`src/rtl/video_modulator_pkg.sv`:
```
// Shared types and constants for the composite video subcarrier path.
package video_modulator_pkg;

    localparam int          PHASE_W      = 9;
    localparam logic [8:0]  QUARTER_TURN = 9'd128;
    localparam int          LUT_LATENCY  = 1;

    // One accepted sample walks IDLE -> ADDR_COS -> ADDR_SIN -> CAP_SIN -> IDLE.
    typedef enum logic [1:0] {
        ST_IDLE     = 2'd0,
        ST_ADDR_COS = 2'd1,
        ST_ADDR_SIN = 2'd2,
        ST_CAP_SIN  = 2'd3
    } state_e;

endpackage

```
`src/rtl/video_burst_window.sv`:
```
// Per-line window generator: counts clocks from line_start and flags
// the span [START, START+LEN). The counter parks at all-ones so the
// window stays closed until the first line_start after reset.
module video_burst_window #(
    parameter int START = 80,
    parameter int LEN   = 36,
    parameter int CNT_W = 11
) (
    input  logic clk,
    input  logic reset,
    input  logic line_start_i,
    output logic active_o
);

    localparam logic [CNT_W-1:0] CNT_MAX = '1;
    // One extra bit so START+LEN never wraps in the compare.
    localparam logic [CNT_W:0]   WIN_LO  = (CNT_W+1)'(START);
    localparam logic [CNT_W:0]   WIN_HI  = (CNT_W+1)'(START + LEN);

    logic [CNT_W-1:0] count_q, count_d;

    // Next count: line_start restarts, otherwise count up and saturate.
    always_comb begin
        count_d = count_q;
        if (line_start_i) begin
            count_d = '0;
        end else if (count_q != CNT_MAX) begin
            count_d = count_q + 1'b1;
        end
    end

    // Counter register, parked at all-ones out of reset.
    always_ff @(posedge clk) begin
        if (reset) begin
            count_q <= CNT_MAX;
        end else begin
            count_q <= count_d;
        end
    end

    assign active_o = ({1'b0, count_q} >= WIN_LO) && ({1'b0, count_q} < WIN_HI);

endmodule

```
`src/rtl/video_modulator_subcarrier_ctrl.sv`:
```
// Chroma subcarrier sequencer: runs the phase accumulator, applies hue
// or burst phase, and time-shares one external 1-cycle cosine LUT to
// produce a cos/sin pair per accepted sample.
module video_modulator_subcarrier_ctrl
    import video_modulator_pkg::*;
#(
    parameter int          ACC_W       = 24,
    parameter int unsigned PHASE_INC   = 32'd2402184,
    parameter int          BURST_START = 80,
    parameter int          BURST_LEN   = 36,
    parameter logic [8:0]  BURST_PHASE = 9'd256,
    parameter int          CNT_W       = 11
) (
    input  logic                clk,
    input  logic                reset,
    input  logic                sample_en,
    output logic                ready,
    input  logic                line_start,
    input  logic [PHASE_W-1:0]  phase_offset,
    output logic [PHASE_W-1:0]  lut_phase,
    input  logic [7:0]          lut_value,
    output logic [7:0]          cos_out,
    output logic [7:0]          sin_out,
    output logic                valid,
    output logic                burst_active,
    output logic                overrun
);

    localparam logic [ACC_W-1:0] INC = ACC_W'(PHASE_INC);

    state_e               state_q, state_d;
    logic [ACC_W-1:0]     acc_q, acc_d;
    logic [PHASE_W-1:0]   phase_q, phase_d;
    logic [7:0]           cos_cap_q, cos_cap_d;
    logic [7:0]           cos_q, cos_d;
    logic [7:0]           sin_q, sin_d;
    logic                 valid_q, valid_d;
    logic                 overrun_q, overrun_d;
    logic [PHASE_W-1:0]   offset;

    video_burst_window #(
        .START (BURST_START),
        .LEN   (BURST_LEN),
        .CNT_W (CNT_W)
    ) u_burst (
        .clk          (clk),
        .reset        (reset),
        .line_start_i (line_start),
        .active_o     (burst_active)
    );

    // Burst state is sampled at acceptance only; an in-flight pair keeps
    // the phase it started with since lut_phase already holds it.
    assign offset = burst_active ? BURST_PHASE : phase_offset;

    // Next-state and datapath: LUT address is issued one cycle ahead of
    // each capture to cover the LUT's registered read.
    always_comb begin
        state_d   = state_q;
        acc_d     = acc_q;
        phase_d   = phase_q;
        cos_cap_d = cos_cap_q;
        cos_d     = cos_q;
        sin_d     = sin_q;
        valid_d   = 1'b0;
        overrun_d = overrun_q | (sample_en && (state_q != ST_IDLE));
        case (state_q)
            ST_IDLE: begin
                if (sample_en) begin
                    phase_d = acc_q[ACC_W-1 -: PHASE_W] + offset;
                    acc_d   = acc_q + INC;
                    state_d = ST_ADDR_COS;
                end
            end
            ST_ADDR_COS: begin
                // sin(p) = cos(p - 90 deg)
                phase_d = phase_q - QUARTER_TURN;
                state_d = ST_ADDR_SIN;
            end
            ST_ADDR_SIN: begin
                cos_cap_d = lut_value;
                state_d   = ST_CAP_SIN;
            end
            ST_CAP_SIN: begin
                cos_d   = cos_cap_q;
                sin_d   = lut_value;
                valid_d = 1'b1;
                state_d = ST_IDLE;
            end
            default: state_d = ST_IDLE;
        endcase
    end

    // State and datapath registers; reset drops any in-flight pair.
    always_ff @(posedge clk) begin
        if (reset) begin
            state_q   <= ST_IDLE;
            acc_q     <= '0;
            phase_q   <= '0;
            cos_cap_q <= '0;
            cos_q     <= '0;
            sin_q     <= '0;
            valid_q   <= 1'b0;
            overrun_q <= 1'b0;
        end else begin
            state_q   <= state_d;
            acc_q     <= acc_d;
            phase_q   <= phase_d;
            cos_cap_q <= cos_cap_d;
            cos_q     <= cos_d;
            sin_q     <= sin_d;
            valid_q   <= valid_d;
            overrun_q <= overrun_d;
        end
    end

    assign ready     = (state_q == ST_IDLE);
    assign lut_phase = phase_q;
    assign cos_out   = cos_q;
    assign sin_out   = sin_q;
    assign valid     = valid_q;
    assign overrun   = overrun_q;

endmodule

```
`config.mk`:
```
export PLATFORM = sky130hd
export DESIGN_NAME = video_modulator_subcarrier_ctrl
export DESIGN_NICKNAME = d
export VERILOG_FILES = /design/src/rtl/video_modulator_pkg.sv /design/src/rtl/video_burst_window.sv /design/src/rtl/video_modulator_subcarrier_ctrl.sv
export SDC_FILE = /design/constraint.sdc
export NUM_CORES = 1
export LEC_CHECK = 0
export BUFFER_PORTS_ARGS = -buffer_cell sky130_fd_sc_hd__buf_2
export CORE_MARGIN = 5
export CORE_UTILIZATION = 50
export DETAILED_ROUTE_END_ITERATION = 16
export PLACE_DENSITY = 0.79
export SETUP_SLACK_MARGIN = 0.2
export SLEW_MARGIN = 15
export SYNTH_ARGS = -nofsm -noshare
export SYNTH_HDL_FRONTEND = slang
export SYNTH_SLANG_ARGS = --single-unit
```
`constraint.sdc`:
```
create_clock -name clk -period 3.05 [get_ports clk]
set_clock_uncertainty 0.15 [all_clocks]
set_input_delay 0.61 -clock clk [delete_from_list [all_inputs] [get_ports clk]]
set_output_delay 0.61 -clock clk [all_outputs]
set_load 0.1 [all_outputs]
```
# After elaboration in Yosys (flattened, before gate mapping)
# Cells that the tools add are included.
# op_classes
n_eq_ne	5
add_sub_neg	4
n_lt_le_gt_ge	2
muxes	8
bitwise	1
reduce_logical	8
# ops
cell	n
adder 24 x 22 -> 24 bit, second input constant	1
two-way mux 11 bit	2
two-way mux 9 bit	2
one-hot mux 9 bit (2 select lines)	1
adder 11 x 1 -> 11 bit, second input constant	1
>= comparator 11 x 7 -> 1 bit, second input constant	1
< comparator 11 x 7 -> 1 bit, second input constant	1
inequality test 11 bit, second input constant	1
adder 9 bit	1
subtractor 9 x 8 -> 9 bit, second input constant	1
one-hot mux 2 bit (4 select lines)	1
nonzero test 2 bit	3
equality test 2 bit, second input constant	2
AND reduction 2 bit	2
equality test 2 x 1 -> 1 bit, second input constant	1
logical AND 1 bit	2
zero test 2 bit	1
two-way mux 2 bit	1
inequality test 2 bit, second input constant	1
two-way mux 1 bit	1
OR 1 bit	1
# totals
wordCells	37
reg_bits	72
output_inout_bits	29
input_bits	21

# Logic depth before layout (Yosys ltp)
# Gate-level depths: netlist of run 1.
# logic_depth
depth_word	6
depth_mapped	10
depth_no_buf	10

# Cells and area by module
# Synthesis of run 1 repeated with hierarchy kept, for this count alone.
# hier_totals
cells_unflattened	396
hier_area_um2	3479.6
# modules_own_cells
mod	instances	seq_area_each_um2	cells_each	area_per_inst_um2
video_modulator_subcarrier_ctrl	1	1161.1	323	2857.7
video_burst_window	1	220.2	73	621.8

# Least setup slack after synthesis of run 1
# OpenSTA, ideal clock, no wires.
# synth_timing
kind	register to register
startpoint	register u_burst.count_q[8]
endpoint	register phase_q[8] (netlist: lut_phase[8])
period_less_slack_ns	2.824
arrival_time_ns	2.550
t_required_ns	2.775
path_buffers	0
path_stages_with_launch	11
setup_time_ns	0.125
slack_ns	0.226
path_cell_list	dfxtp_1 nor3_1 o2111ai_1 and2_1 ha_1 fa_1 a211oi_1 o21ai_0 a31oi_1 xnor3_1 o2bb2ai_1
# synth_via
elab_chain_cells	6
word_cells_on_any_way	7
cone_classes	add/sub (1); order compare (2); mux (3); reduce/logical (1)
# synth_lines
item	line_no	source
start: declaration	video_burst_window.sv:20	logic [CNT_W-1:0] count_q, count_d;
start signal: assignment	video_burst_window.sv:37	count_q <= count_d;
>= comparator 11 x 7 -> 1 bit / < comparator 11 x 7 -> 1 bit (equally long branches)	video_burst_window.sv:41	assign active_o = ({1'b0, count_q} >= WIN_LO) && ({1'b0, count_q} < WIN_HI);
logical AND 1 bit *	video_burst_window.sv:41	
two-way mux 9 bit *	video_modulator_subcarrier_ctrl.sv:54	assign offset = burst_active ? BURST_PHASE : phase_offset;
adder 9 bit *	video_modulator_subcarrier_ctrl.sv:70	phase_d = acc_q[ACC_W-1 -: PHASE_W] + offset;
two-way mux 9 bit *	video_modulator_subcarrier_ctrl.sv:69	if (sample_en) begin
one-hot mux 9 bit (2 select lines) *	video_modulator_subcarrier_ctrl.sv:67	case (state_q)
end signal: assignment	video_modulator_subcarrier_ctrl.sv:108	phase_q <= phase_d;
end: declaration	video_modulator_subcarrier_ctrl.sv:33	logic [PHASE_W-1:0] phase_q, phase_d;
# Every way passes the cells marked *; elsewhere a longest branch is shown, timed or not. The select of a mux whose other input is x is not followed.
# A chain may end at the register's enable or synchronous reset.

# Final worst setup path of run 1
# layout_timing
startpoint	register u_burst.count_q[7]
endpoint	register phase_q[8] (netlist: lut_phase[8])
# The elaborated chain is that of the path after synthesis.

==> results of run 1 <==
## repair_timing
action	CTS	global route
hold endpoints to repair	0	0
endpoints found under the setup margin	2	5
pin swaps	1	6
buffers inserted	1	1
gates resized for setup	2	11
## worst min path at each step
stage | cells past startpoint | slack (ns) | endpoint
after global routing | 2 | 0.31 | lut_phase[3]$_SDFFE_PP0P_
after detailed placement | 2 | 0.30 | lut_phase[3]$_SDFFE_PP0P_
final | 2 | 0.31 | lut_phase[3]$_SDFFE_PP0P_
after CTS | 2 | 0.31 | lut_phase[3]$_SDFFE_PP0P_
after floorplan | 2 | 0.31 | cos_cap_q[0]$_SDFFE_PP0P_
after global placement | 2 | 0.29 | lut_phase[3]$_SDFFE_PP0P_
## layer usage
metal | share of wire [%] | global-route usage, % | up-vias | routed length (um)
met5 | 0 | 0 | - | 0
met3 | 4.2 | 3.41 | 10 | 323
met4 | 1.4 | 7.92 | 0 | 109
met2 | 49 | 31.6 | 72 | 3730
met1 | 46 | 23.0 | 1351 | 3480
li1 | - | - | 1453 | -
## cells by family (layout without fill, tap and decap cells)
kind of cell             Yosys count  count (layout)  synth area share [%]
XOR/XNOR                          23              23                  6.36
AND/OR/NAND/NOR                  132             132                  19.4
adder cells (fa/ha/maj)           16              16                  6.13
buffers and inverters             23              78                  2.59
multiplexers                      27              27                  8.02
flip-flops                        69              69                  40.8
AO/OA/AOI/OAI                     89              89                  16.7
## Yosys cell counts (all sizes together), types with 6 or more instances
master | number | area [um2]
mux2i | 26 | 260
ha | 15 | 188
and2 | 12 | 75.1
nand4 | 7 | 43.8
nor2 | 52 | 195
o21bai | 14 | 105
nand2 | 24 | 90.1
xor2 | 16 | 140
dfxtp | 69 | 1380
nand3 | 7 | 35.0
a21oi | 29 | 149
xnor2 | 6 | 52.6
clkbuf | 17 | 63.8
o21ai | 16 | 80.1
## sequential cells by signal, summed over array words and instances, names as in the netlist
signal / count
acc_q: 21
cos_cap_q: 8
cos_out: 8
lut_phase: 9
overrun: 1
sin_out: 8
state_q: 2
u_burst.count_q: 11
valid: 1
## report_power, final
group	internal [W]	leakage [nW]	switching, W	total, W
clock	0.000389	0.0944	0.000378	0.000767
sequential	0.00109	0.565	0.000200	0.00129
combinational	0.000510	0.980	0.00118	0.00169
## tightest hold or removal path, delay by kind of cell, from the launching register on
kind               cells  cell delay [ns]
DFF                    1             0.32
AOI/OAI and AO/OA      1             0.05
and+or+nand+nor        1             0.05
## final cells by class
class,instances,area share [%]
multi-input cells,287,49.2
flip-flops and latches,69,34.9
repair buffers,57,7.70
clock buffers,9,3.12
well taps,80,2.52
clock inverters,7,2.05
inverters,5,0.473
## metrics by stage
step                setup slack [ns]  power (W)  instance area, um2
global placement               0.192    0.00292                3710
detailed placement             0.117    0.00297                3710
finish                         0.308    0.00375                3970
floorplan                      0.226    0.00265                3390
global route                   0.131    0.00400                3970
CTS                            0.235    0.00375                3930
==> impl_results.md, run 1 <==
* Outcome: complete, no violations
* Die area at 0.00852 mm2
* Post-synthesis sequential area ratio at 40.8%
* Port bufs at 49
* Antenna viol nets, final at 0
* Max FO, Critical Path at 3
* Total number of vias at 2886
* FILL cells at 607
* Hold WC Path Type: flip-flop to flip-flop
* CTS clk-pin slew, worst paths at 0.08 ns
* R2R setup slack at 0.31 ns
* Placed cells at 496
* R2R cell count at 10
* Global Route Usage Sum at 18.6%
* Max Cap Viol at 0
* Kind of critical path: flip-flop to flip-flop
* Sink Count at 69
* EDFF count, synth at 0
* Syn-to-layout area delta at 17.1%
* Seq. cell area at 0.00138 mm2
* Global-route wire length before repair at 13.0 mm
* Post-Synthesis Cell Area at 0.00339 mm2
* Setup TNS at 0 ns
* Final setup viols at 0
* Die Height at 92.3 um
* Final period util at 89.9%
* 1st-pass router iterations at 4
* Clock Path Buffers at 2
* Most common cell after layout, fill and taps aside: dfxtp_1
* I/O pins at 50
* Top FF cell, synth: dfxtp_1
* Drc violations at 0
* Grt total ovfl at 0
* FF-to-FF Start: u_burst.count_q[7]$_SDFFE_PP1P_
* Final core utilization at 59.4%
* Mean Syn Cell Area at 8.93 um2
* R2R Path End: lut_phase[8]$_SDFFE_PP0P_
* Hold slack at 0.308 ns
* CP arrival at 2.79 ns
* Worst vdd ir at 0.000596 V
* Area of the multi-input gates at 0.00195 mm2
* Hold Violations, Final at 0
* Cell-by-cell trace of the critical path: nor3_2, o2111ai_2, and2_1, ha_2, fa_2, a211oi_4, o21ai_1, a31oi_1, xnor3_1, o2bb2ai_1
* Post-CTS Hold Fix Bufs at 0
* Layout cell share with drive strength beyond 1 at 20.0%
* Yosys reg bits at 69
* Die X at 92.3 um
* Iter 0 DRT Violations at 174
* Final Max Tran Viols at 0
* Core ar. at 0.00668 mm2
* DPL Wire Length at 5.43 mm
* Worst-Skew Late Latency at 0.33 ns
* Syn nets at 416
* Worst slew pin tran at 0.604 ns
* WL/cell at 14.9 um
* Leak at 1.64 nW
* Max_slew headroom at 59.7%
* CP top delay family: compound AO/OA/AOI/OAI gates
* Initial antenna violation count at 0
* Max frequency at 0.365 GHz
* Number of synthesis warnings at 0
* Worst path max stage delay at 0.41 ns
* H-tree depth at 3
* Critical-path top delay cell: fa_2
* Commonest non-fill, non-tap cells in the layout: dfxtp_1 (67), nor2_1 (52), buf_2 (49)
* Nets at 466
* Critical Path Start: u_burst.count_q[7]$_SDFFE_PP1P_
* RSZ-0062 raised after global routing: yes
* Antenna diodes at 0
* Initial core utilization at 50.7%
* Crit path to: lut_phase[8]$_SDFFE_PP0P_
* CTS tree: yes
* Synth cell types at 48
* Gpl congestion at 0.846
* Worst path depth at 10
* Crit path buf inv count at 0
* Vias/cell at 5.61
* Fin crit period at 2.74 ns
* Row cnt at 30
* HP Start: lut_phase[3]$_SDFFE_PP0P_
* CTS Buf Count at 9
* Largest net degree at the start of global routing at 36
* Critical Path RT at 3.10 ns
* Clk root buf: clkbuf_8
* Final Non-Filler Cells at 514
* Number of global-route vias before repair at 2888
* PwrDens at 946 mW/mm2
* Crit. End Element: flip-flop
* Worst setup SP type: flip-flop
* Final wirelength at 7.64 mm
* FFs w/ async S/R, synth at 0%
* Cells after Synth at 379
(Power assumes the default switching activity.)
==> inputs of run 2 (changes only) <==
--- a/config.mk
+++ b/config.mk
@@ -5,6 +5,7 @@
 export SDC_FILE = /design/constraint.sdc
 export NUM_CORES = 1
 export LEC_CHECK = 0
+export ABC_CLOCK_PERIOD_IN_PS = 3400
 export BUFFER_PORTS_ARGS = -buffer_cell sky130_fd_sc_hd__buf_2
 export CORE_MARGIN = 5
 export CORE_UTILIZATION = 50
==> constraint.sdc (replaced) <==
create_clock -name clk -period 3.4 [get_ports clk]
set_clock_uncertainty 0.15 [all_clocks]
set_input_delay 0.68 -clock clk [delete_from_list [all_inputs] [get_ports clk]]
set_output_delay 0.68 -clock clk [all_outputs]
set_load 0.1 [all_outputs]
==> impl_results.md, run 2 (same netlist as run 1, synthesis figures left out) <==
* Die area at 0.00852 mm2
* Antenna viol nets, final at 0
* Drc violations at 0
* CTS tree: yes
* Leak at 1.62 nW
* Total number of vias at 2837
* Most common cell after layout, fill and taps aside: dfxtp_1
* Final Non-Filler Cells at 510
* Hold WC Path Type: flip-flop to flip-flop
* Worst slew pin tran at 0.986 ns
* Final period util at 84.1%
* Worst path max stage delay at 0.47 ns
* Largest Register: acc_q
* Outcome: complete, no violations
* CP arrival at 2.94 ns
* DPL Wire Length at 5.19 mm
* CTS Buf Count at 9
* Sequential power share at 35.3%
* Hold slack at 0.300 ns
* Grt total ovfl at 0
* Global-route wire length before repair at 12.2 mm
* Port bufs at 49
* Max Cap Viol at 0
* Vias/cell at 5.56
* Row cnt at 30
* Iter 0 DRT Violations at 130
* Initial antenna violation count at 0
* Crit. End Element: flip-flop
* Kind of critical path: flip-flop to flip-flop
* Int Power at 0.00170 W
* NetSw at 0.00158 W
* Cell-by-cell trace of the critical path: nor3_1, o2111ai_1, buf_4, and2_1, fa_1, a211oi_2, o21ai_0, a31oi_1, xnor3_1, o2bb2ai_1
* CTS clk-pin slew, worst paths at 0.09 ns
* WL/cell at 14.5 um
* Post-CTS setup buffer count at 0
* Commonest non-fill, non-tap cells in the layout: dfxtp_1 (69), nor2_1 (52), buf_2 (49)
* Layout cell share with drive strength beyond 1 at 17.4%
* Max_slew headroom at 34.3%
* Comb pwr share at 44.9%
* Critical-path top delay cell: fa_1
* Sink Count at 69
* Cell area after layout at 0.00389 mm2
* Core ar. at 0.00668 mm2
* Max FO, Critical Path at 9
* I/O pins at 50
* Final setup viols at 0
* Worst-Skew Late Latency at 0.35 ns
* RSZ-0062 raised after global routing: no
* DP Area at 0.00369 mm2
* Die Height at 92.3 um
* H-tree depth at 3
* 1st-pass router iterations at 4
* Placed cells at 494
* Number of global-route vias before repair at 2723
* PwrDens at 845 mW/mm2
* Flip-flop count of the largest register after layout at 21
* Clk root buf: clkbuf_8
* Max frequency at 0.350 GHz
* Setup TNS at 0 ns
* Clk pwr share at 19.8%
* Clock Path Buffers at 2
* Pwr Total at 0.00328 W
* Hold Violations, Final at 0
* Syn-to-layout area delta at 14.8%
* Global Route Usage Sum at 17.7%
* Worst setup SP type: flip-flop
* Fin crit period at 2.86 ns
* Sw Ratio at 48.1%
* Gpl congestion at 0.865
* Final Max Tran Viols at 0
* Largest net degree at the start of global routing at 33
* Nets at 462
* Die X at 92.3 um
* Worst vdd ir at 0.000462 V
* Antenna diodes at 0
* Initial core utilization at 50.7%
* Final wirelength at 7.38 mm
* Critical Path RT at 3.48 ns
## run 2: changes by cell type in the layout (fill, tap and decap cells not counted), sizes merged
cell      delta
clkinvlp     -2
bufinv       -1
buf          -4
inv          +1
clkinv       +2
## run 2: layout make-up
class / count / area [um2]
repair buffers: 53 / 275
well taps: 80 / 100
multi-input cells: 287 / 1920
clock buffers: 9 / 124
clock inverters: 7 / 65.1
flip-flops and latches: 69 / 1380
inverters: 5 / 18.8
fillers: 606 / 2800
## run 2: critical path: cells and delay by family (launching register included)
family                   cells  cell delay [ns]
adder cells (fa/ha/maj)      1             0.47
flip-flops                   1             0.37
buffers and inverters        1             0.19
AND/OR/NAND/NOR              2             0.40
XOR/XNOR                     1             0.23
AO/OA/AOI/OAI                5             0.92
## run 2: per-stage QoR
stage / utilization, % / setup slack [ns]
floorplan: - / 0.576
global placement: 55.3 / 0.500
detailed placement: 55.3 / 0.478
CTS: 58.1 / 0.460
global route: 58.2 / 0.302
finish: 58.2 / 0.539
## run 2: final timing paths
path	startpoint	endpoint	slack (ns)	depth (start not counted)
worst max-delay path	u_burst.count_q[8]$_SDFFE_PP1P_	lut_phase[8]$_SDFFE_PP0P_	0.54	10
worst min-delay path	lut_phase[3]$_SDFFE_PP0P_	lut_phase[3]$_SDFFE_PP0P_	0.30	2
worst max register to register	u_burst.count_q[8]$_SDFFE_PP1P_	lut_phase[8]$_SDFFE_PP0P_	0.54	10
worst min register to register	lut_phase[3]$_SDFFE_PP0P_	lut_phase[3]$_SDFFE_PP0P_	0.30	2
## run 2: power groups by stage
stage / combinational, W / clock, W / sequential (W)
2_1_floorplan: 0.000802 / 0 / 0.00157
3_3_place_gp: 0.00145 / 0 / 0.00116
3_5_place_dp: 0.00147 / 0 / 0.00117
4_1_cts: 0.00148 / 0.000660 / 0.00116
5_1_grt: 0.00161 / 0.000695 / 0.00119
6_report: 0.00148 / 0.000650 / 0.00116
## run 2: metal layers
metal	part of all wire, %	track usage [%]	up-vias
met4	1.0	6.56	0
met3	4.6	5.04	6
met2	48	29.7	61
li1	-	-	1436
met5	0	0	-
met1	46	21.6	1334
## run 2: repair_timing
item | CTS | global route
hold buffers | 0 | 0
endpoints found under the setup margin | 0 | 1
resized for setup | 0 | 1
